===== config.mk =====
export PLATFORM = sky130hd
export DESIGN_NAME = req_ack_arbiter
export DESIGN_NICKNAME = d
export VERILOG_FILES = /design/src/rtl/req_ack_arbiter.sv
export SDC_FILE = /design/constraint.sdc
export NUM_CORES = 1
export LEC_CHECK = 0
export CAP_MARGIN = 20
export CORE_AREA = 2 2 59 75
export CTS_BUF_LIST = sky130_fd_sc_hd__clkbuf_8
export DETAILED_ROUTE_END_ITERATION = 10
export DIE_AREA = 0 0 61 77
export PLACE_DENSITY = 0.62
export SLEW_MARGIN = 40
export SYNTH_ARGS = -nofsm -noshare
export SYNTH_HDL_FRONTEND = slang
export SYNTH_SLANG_ARGS = --single-unit

===== constraint.sdc =====
create_clock -name clk -period 2.35 [get_ports clk]
set_clock_uncertainty 0.1 [all_clocks]
set_input_delay 0.5875 -clock clk [delete_from_list [all_inputs] [get_ports clk]]
set_output_delay 0.5875 -clock clk [all_outputs]
set_load 0.005 [all_outputs]

===== src/rtl/req_ack_arbiter.sv =====
// Purpose : round-robin arbiter sharing one four-phase req/ack responder among N_REQ requesters,
//           with a watchdog that aborts a REQ phase left unanswered for TIMEOUT cycles.
// Latency : req sampled at edge k -> gnt/m_req from edge k; m_ack -> ack[winner] one cycle later.
// Flow    : non-winning requests wait (level-held) until the FSM is back in IDLE; one IDLE cycle between grants.
//
// Ports:
//   clk          clock, rising edge
//   rst_n        asynchronous reset, active HIGH (legacy name kept for the surrounding codebase)
//   req[i]       level request from requester i (four-phase)
//   ack[i]       ack back to requester i, only ever at the granted index
//   gnt          one-hot grant, zero when idle
//   m_req/m_ack  four-phase handshake with the shared responder
//   busy         FSM is not in IDLE
//   timeout_err  one-cycle pulse when the watchdog aborts a transaction
//   err_id       index of the requester aborted by the most recent timeout (held)
module req_ack_arbiter #(
    parameter  int N_REQ   = 4,
    parameter  int TIMEOUT = 16,
    localparam int ID_W    = $clog2(N_REQ)
) (
    input  logic             clk,
    input  logic             rst_n,
    input  logic [N_REQ-1:0] req,
    output logic [N_REQ-1:0] ack,
    output logic [N_REQ-1:0] gnt,
    output logic             m_req,
    input  logic             m_ack,
    output logic             busy,
    output logic             timeout_err,
    output logic [ID_W-1:0]  err_id
);

    // Counter only needs to reach TIMEOUT-1; keep at least one bit so TIMEOUT 0/1 still elaborate.
    localparam int              CNT_W   = (TIMEOUT > 1) ? $clog2(TIMEOUT) : 1;
    localparam logic [CNT_W-1:0] CNT_MAX = CNT_W'((TIMEOUT > 0) ? TIMEOUT - 1 : 0);

    typedef enum logic [1:0] {
        ST_IDLE = 2'd0,
        ST_REQ  = 2'd1,
        ST_ACK  = 2'd2,
        ST_REL  = 2'd3
    } state_t;

    state_t           r_state;
    logic [N_REQ-1:0] r_gnt;
    logic [N_REQ-1:0] r_ack;
    logic             r_m_req;
    logic             r_busy;
    logic             r_terr;
    logic [ID_W-1:0]  r_err_id;
    logic [ID_W-1:0]  r_win;
    logic [ID_W-1:0]  r_last;
    logic [CNT_W-1:0] r_cnt;
    // Set on a watchdog abort: the responder may still answer that abandoned request, so an
    // m_ack is not trusted again until it has been observed low.
    logic             r_stale;

    state_t           w_state_nxt;
    logic [N_REQ-1:0] w_gnt_nxt;
    logic [N_REQ-1:0] w_ack_nxt;
    logic             w_m_req_nxt;
    logic             w_terr_nxt;
    logic [ID_W-1:0]  w_err_id_nxt;
    logic [ID_W-1:0]  w_win_nxt;
    logic [ID_W-1:0]  w_last_nxt;
    logic [CNT_W-1:0] w_cnt_nxt;
    logic             w_stale_nxt;

    logic             w_any;
    logic [ID_W-1:0]  w_pick;
    logic [ID_W-1:0]  w_idx;
    logic             w_win_req;
    logic             w_wdog_exp;
    logic             w_ack_ok;

    // Round-robin search starting at r_last+1. Walking k downwards lets the smallest
    // offset (highest priority) overwrite earlier candidates.
    always_comb begin
        w_any  = 1'b0;
        w_pick = '0;
        w_idx  = '0;
        for (int k = N_REQ; k >= 1; k--) begin
            w_idx = ID_W'((int'(r_last) + k) % N_REQ);
            if (req[w_idx]) begin
                w_any  = 1'b1;
                w_pick = w_idx;
            end
        end
    end

    // r_gnt is one-hot while a transaction is open, so masking gives req[winner].
    assign w_win_req  = |(req & r_gnt);
    assign w_wdog_exp = (TIMEOUT != 0) && (r_cnt == CNT_MAX);
    assign w_ack_ok   = m_ack && !r_stale;

    always_comb begin
        w_state_nxt  = r_state;
        w_gnt_nxt    = r_gnt;
        w_ack_nxt    = r_ack;
        w_m_req_nxt  = r_m_req;
        w_terr_nxt   = 1'b0;
        w_err_id_nxt = r_err_id;
        w_win_nxt    = r_win;
        w_last_nxt   = r_last;
        w_cnt_nxt    = r_cnt;
        w_stale_nxt  = r_stale && m_ack;

        case (r_state)
            ST_IDLE: begin
                if (w_any) begin
                    w_state_nxt = ST_REQ;
                    w_gnt_nxt   = N_REQ'(1) << w_pick;
                    w_m_req_nxt = 1'b1;
                    w_win_nxt   = w_pick;
                    w_last_nxt  = w_pick;
                    w_cnt_nxt   = '0;
                end
            end
            ST_REQ: begin
                // Responder answer wins over requester abort, which wins over the watchdog.
                if (w_ack_ok) begin
                    w_ack_nxt   = r_gnt;
                    w_state_nxt = ST_ACK;
                end else if (!w_win_req) begin
                    w_m_req_nxt = 1'b0;
                    w_state_nxt = ST_REL;
                end else if (w_wdog_exp) begin
                    w_m_req_nxt  = 1'b0;
                    w_gnt_nxt    = '0;
                    w_terr_nxt   = 1'b1;
                    w_err_id_nxt = r_win;
                    w_stale_nxt  = 1'b1;
                    w_state_nxt  = ST_IDLE;
                end else begin
                    w_cnt_nxt = r_cnt + 1'b1;
                end
            end
            ST_ACK: begin
                if (!w_win_req) begin
                    w_m_req_nxt = 1'b0;
                    w_ack_nxt   = '0;
                    w_state_nxt = ST_REL;
                end
            end
            ST_REL: begin
                if (!m_ack) begin
                    w_gnt_nxt   = '0;
                    w_state_nxt = ST_IDLE;
                end
            end
            default: begin
                w_state_nxt = ST_IDLE;
                w_gnt_nxt   = '0;
                w_ack_nxt   = '0;
                w_m_req_nxt = 1'b0;
            end
        endcase
    end

    always_ff @(posedge clk or posedge rst_n) begin
        if (rst_n) begin
            r_state  <= ST_IDLE;
            r_gnt    <= '0;
            r_ack    <= '0;
            r_m_req  <= 1'b0;
            r_busy   <= 1'b0;
            r_terr   <= 1'b0;
            r_err_id <= '0;
            r_win    <= '0;
            r_last   <= ID_W'(N_REQ - 1);
            r_cnt    <= '0;
            r_stale  <= 1'b0;
        end else begin
            r_state  <= w_state_nxt;
            r_gnt    <= w_gnt_nxt;
            r_ack    <= w_ack_nxt;
            r_m_req  <= w_m_req_nxt;
            r_busy   <= (w_state_nxt != ST_IDLE);
            r_terr   <= w_terr_nxt;
            r_err_id <= w_err_id_nxt;
            r_win    <= w_win_nxt;
            r_last   <= w_last_nxt;
            r_cnt    <= w_cnt_nxt;
            r_stale  <= w_stale_nxt;
        end
    end

    assign gnt         = r_gnt;
    assign ack         = r_ack;
    assign m_req       = r_m_req;
    assign busy        = r_busy;
    assign timeout_err = r_terr;
    assign err_id      = r_err_id;

endmodule


## Word-level counts from Yosys, hierarchy flattened

Cells that the tools add are included.

- $add $sub $neg: 5
- Multiply operators: 0
- Reduce and logical (&&, ||, !) cells: 16
- $lt $le $gt $ge: 4
- Shift-type cells: 1
- Bitwise logic cells: 2
- Equal/unequal tests: 13
- Divide/modulo/power cells: 0
- Multiplexer cells: 51

Operators with widths:

| cell | count |
|---|---|
| 4-bit 2-to-1 mux | 11 |
| 1-bit 2-to-1 mux | 21 |
| 2-bit 2-to-1 mux | 10 |
| 2-bit != test, second input constant | 8 |
| 4-bit one-hot mux with 2 select lines | 2 |
| 2-bit by 3-bit less-than comparator with 1-bit output, second input constant | 4 |
| 4-bit one-hot mux with 3 select lines | 1 |
| 5-bit AND reduction | 2 |
| 1-bit binary-select mux with 2-bit select | 4 |
| 2-bit one-hot mux with 4 select lines | 1 |
| 6-bit AND reduction | 1 |
| 2-bit nonzero test | 3 |
| 3-bit nonzero test | 2 |
| 2-bit by 1-bit adder with 2-bit output, second input constant | 2 |
| 2-bit adder, second input constant | 2 |
| 4-bit by 1-bit adder with 4-bit output, second input constant | 1 |
| 4-bit AND | 1 |
| 2-bit == test, second input constant | 2 |
| 4-bit == test, second input constant | 1 |
| 4-bit AND reduction | 1 |
| 4-bit OR reduction | 1 |
| 1-bit by 2-bit << shifter with 4-bit output, first input constant | 1 |
| 3-bit != test, second input constant | 1 |
| 1-bit one-hot mux with 3 select lines | 1 |
| other kinds (7) | 8 |

- Memories kept: 0
- Flip-flop bits (word level): 24
- Bits of input ports: 7
- Bits in latches: 0
- Word-level logic and storage cells: 103
- Memory bits (writable): 0
- Output and inout port bits: 13
- Bits in read-only memories: 0

## Logic depth before layout (Yosys ltp)

- Depth after elaboration: 10
- Mapped depth: 8
- Mapped depth without buffers: 7

## Least setup slack after synthesis

Ideal clock, no wire load.

- Path kind: flip-flop to flip-flop
- From: register r_state[0]
- To: register r_busy (netlist: busy)
- Period minus slack after synthesis: 1.866 ns
- Arrival: 1.642 ns
- Setup slack: 0.484 ns
- Stages on the path, launching flop included: 8
- Required time: 2.126 ns
- Cell sequence: dfrtp_1 inv_1 ha_1 clkbuf_1 a211o_2 a221oi_1 a311oi_1 or2_1

- Word-level cells in the longest chain between the ends: 5
- Elaborated cells on any way between the ends: 12
- Classes of those cells: 3 x eq/ne; 7 x mux; 2 x reduce/logical

Ends and longest elaborated chain:

| item | line | text |
|---|---|---|
| from (decl) | 44 | `state_t r_state;` |
| from (signal assigned) | 174 | `r_state <= w_state_nxt;` |
| 2-bit 2-to-1 mux | 127 | `end else if (w_wdog_exp) begin` |
| 2-bit 2-to-1 mux | 124 | `end else if (!w_win_req) begin` |
| 2-bit 2-to-1 mux | 121 | `if (w_ack_ok) begin` |
| 2-bit one-hot mux with 4 select lines (*) | 108 | `case (r_state)` |
| named net w_state_nxt[0] | 58 | `state_t w_state_nxt;` |
| 2-bit nonzero test (*) | 178 | `r_busy <= (w_state_nxt != ST_IDLE);` |
| to (signal assigned) | 178 |  |
| to (decl) | 48 | `logic r_busy;` |

Mark *: on every way through the listed nets, which the timed path passes. The rest lies on a longest branch.
A chain may end at the register's enable or synchronous reset.

## Final worst setup path

- From: input req[1]
- To: register r_ack[2] (netlist: ack[2])

- Word-level cells in the longest chain between the ends: 4

Ends and longest elaborated chain:

| item | line | text |
|---|---|---|
| from (decl) | 23 | `input logic [N_REQ-1:0] req,` |
| 4-bit AND | 92 | `assign w_win_req = \|(req & r_gnt);` |
| 4-bit OR reduction | 92 |  |
| 2-bit != test (no line) | n/a |  |
| 3-bit AND reduction (no line) | n/a |  |
| to (signal assigned) | 176 | `r_ack <= w_ack_nxt;` |
| to (decl) | 46 | `logic [N_REQ-1:0] r_ack;` |

Every way passes these cells.

==> results_dict.tcl <==
set metrics [dict create \
    status "finished, final reports clean" \
    ys_types 44 \
    num_vias 1115 \
    fmax_mhz 461 \
    overflow 0 \
    multi_input_area_sq_um 716 \
    cp.required_ns 2.41 \
    dpl.hpwl_microns 2290 \
    seq_area_frac_synth_pct 44.2 \
    avgSynthCellArea_sq_um 10.2 \
    cts_buffer_depth 2 \
    cts_buffers 3 \
    area_growth_pct 29.7 \
    hp-class "flip-flop to flip-flop" \
    die_h_microns 77 \
    worst_setup_path_end_kind "flip-flop" \
    ioPinCount 20 \
    worstSetupStartpoint "req[1]" \
    worstPathMaxFanout 6 \
    clk_latency_ns 0.27 \
    port_buffers 19 \
    ff_latch_area_sq_um 603 \
    cts.sink_count 24 \
    synthCells 134 \
    antenna_found_initial 0 \
    synth_area_leader_cell "dfrtp_1" \
    fin_crit_sh_pct 92.3 \
    die_area_sq_mm 0.00470 \
    clockRootBuffer "clkbuf_8" \
    grtUsageTotal_pct 14.3 \
    post-route-min-period_ns 2.17 \
    die_w_microns 61 \
    drv_cap 0 \
    peakVddDrop_uv 492 \
    yosysMostFrequentCell "dfrtp_1" \
    fillers 391 \
    ant_nets 0 \
    routedWlPerCell_microns 13.2 \
    critPathLaunchType "input port" \
    placed_cell_area_sq_mm 0.00170 \
    hold_buffers 0 \
    postCtsResizedCells 0 \
    antenna_cells 0 \
    drive_gt1_share_pct 20.6 \
    stdcell_area_sq_mm 0.00177 \
    routed_wl_microns 2910 \
    worst_pin_slew_ns 0.496 \
    cts-htree-levels 1 \
    grt_max_degree 15 \
    hold_viol_final 0 \
    ys_ff_latch 24 \
    gp_congestion 0.839 \
    start_util_pct 34.1 \
    cts_setup_buffers 0 \
    drt-pass1-iter-count 4 \
    syn_area_sq_mm 0.00137 \
    finalSetupViolations 0 \
    final-instance-count-excl-fill 221 \
    ys_warn_count 0 \
    core_sq_mm 0.00400 \
    vias_per_cell 5.05 \
    synthTopCellsByArea "dfrtp_1, mux2_2, ha_1" \
    p_leak_nw 0.810 \
    p_per_area_mw_per_mm2 1150 \
    synthArstFlopShare_pct 100 \
    synth_common_cells "dfrtp_1, nand2_1, o21ai_0" \
    clk_pin_slew_ns 0.09 \
    synth_ff_type "dfrtp_1" \
    r2r-start "r_state[0]" \
    place_inst 217 \
    syn_nets 147 \
    relSlewSlack_pct 66.9 \
    final_nets 179 \
    critPathArrivalTime_ns 2.23 \
    grt_pass1_wl_microns 5180 \
    slew_viol_final 0 \
    min_from "r_stale" \
    synth.top_cell.area_share_pct 40.3 \
    drc 0 \
    rows 26 \
    synth-edff-count 0 \
    worstSetupPathType "input port to flip-flop" \
    grt_pass1_vias 1133 \
    drt_iter0_drc 48 \
    rsz0062_at_grt "no" \
    cts_tree "built" \
]
==> through the flow <==
stage	util (%)	setup slack (ns)	setup TNS, ns	hold slack [ns]	power [mW]
floorplan	-	0.484	0	0.341	1.33
global placement	42.5	-0.0776	-0.739	0.363	1.68
detailed placement	42.5	-0.118	-0.971	0.381	1.70
CTS	44.2	0.169	0	0.405	2.07
global route	44.2	0.0458	0	0.427	2.23
finish	44.2	0.180	0	0.406	2.04
==> sequential cells by signal, indices dropped and copies added (netlist names) <==
register / flops
r_stale: 1
ack: 4
r_win: 2
timeout_err: 1
gnt: 4
r_cnt: 4
r_last: 2
busy: 1
r_state: 2
m_req: 1
err_id: 2
==> cell type report <==
cell class / instances / share of cell area (%)
inverters: 8 / 1.70
well taps: 56 / 3.96
flip-flops and latches: 24 / 34.1
clock buffers: 3 / 2.33
multi-input cells: 98 / 40.4
clock inverters: 1 / 1.70
repair buffers: 31 / 15.8
==> final timing paths <==
path                            slack, ns  cells after the start  endpoint
worst max-delay path                 0.18                      6    ack[2]
min in group asynchronous            0.54                      2   r_stale
worst max register to register       0.33                      5    gnt[2]
max in group asynchronous            1.04                      3  r_cnt[3]
worst min register to register       0.41                      2   r_stale
worst min-delay path                 0.41                      2   r_stale
==> report_power, final <==
part / switching [mW] / internal, mW / leakage, nW / total, mW
registers: 0.113 / 0.557 / 0.309 / 0.670
clock network: 0.133 / 0.228 / 0.0357 / 0.361
logic: 0.496 / 0.517 / 0.465 / 1.01
total: 0.742 / 1.30 / 0.810 / 2.04
==> cells in the final DEF, fill, tap and decap left out, drive strengths merged, types with 3 or more instances in the layout <==
cell	instances
dfrtp	22
clkdlybuf4s50	19
nand2	15
buf	12
o21ai	10
mux2	8
inv	8
nor2	6
nand3	6
ha	6
nor2b	5
nand2b	5
clkbuf	3
a22oi	3
a211o	3
nor4	3
a21o	3
==> kinds of logic after synthesis <==
group	after synthesis	synth area share (%)
buffers and inverters	12	3.39
and+or+nand+nor	47	18.6
AOI/OAI and AO/OA	35	20.3
adders and majority gates	6	5.50
DFF	24	44.2
muxes	10	8.07
==> layer usage <==
metal | up-vias | track usage [%] | wire [microns]
li1 | 548 | - | -
met1 | 544 | 19.7 | 1350
met2 | 18 | 22.8 | 1450
met3 | 5 | 1.52 | 56
met4 | 0 | 5.22 | 52
met5 | - | 0 | 0
==> worst max-delay path: stages <==
cell             delay (ns)
clkdlybuf4s50_1        0.54
a22oi_2                0.34
nand2_1                0.11
nand2_1                0.08
o211a_1                0.22
mux2_2                 0.36
(Power assumes the default switching activity.)
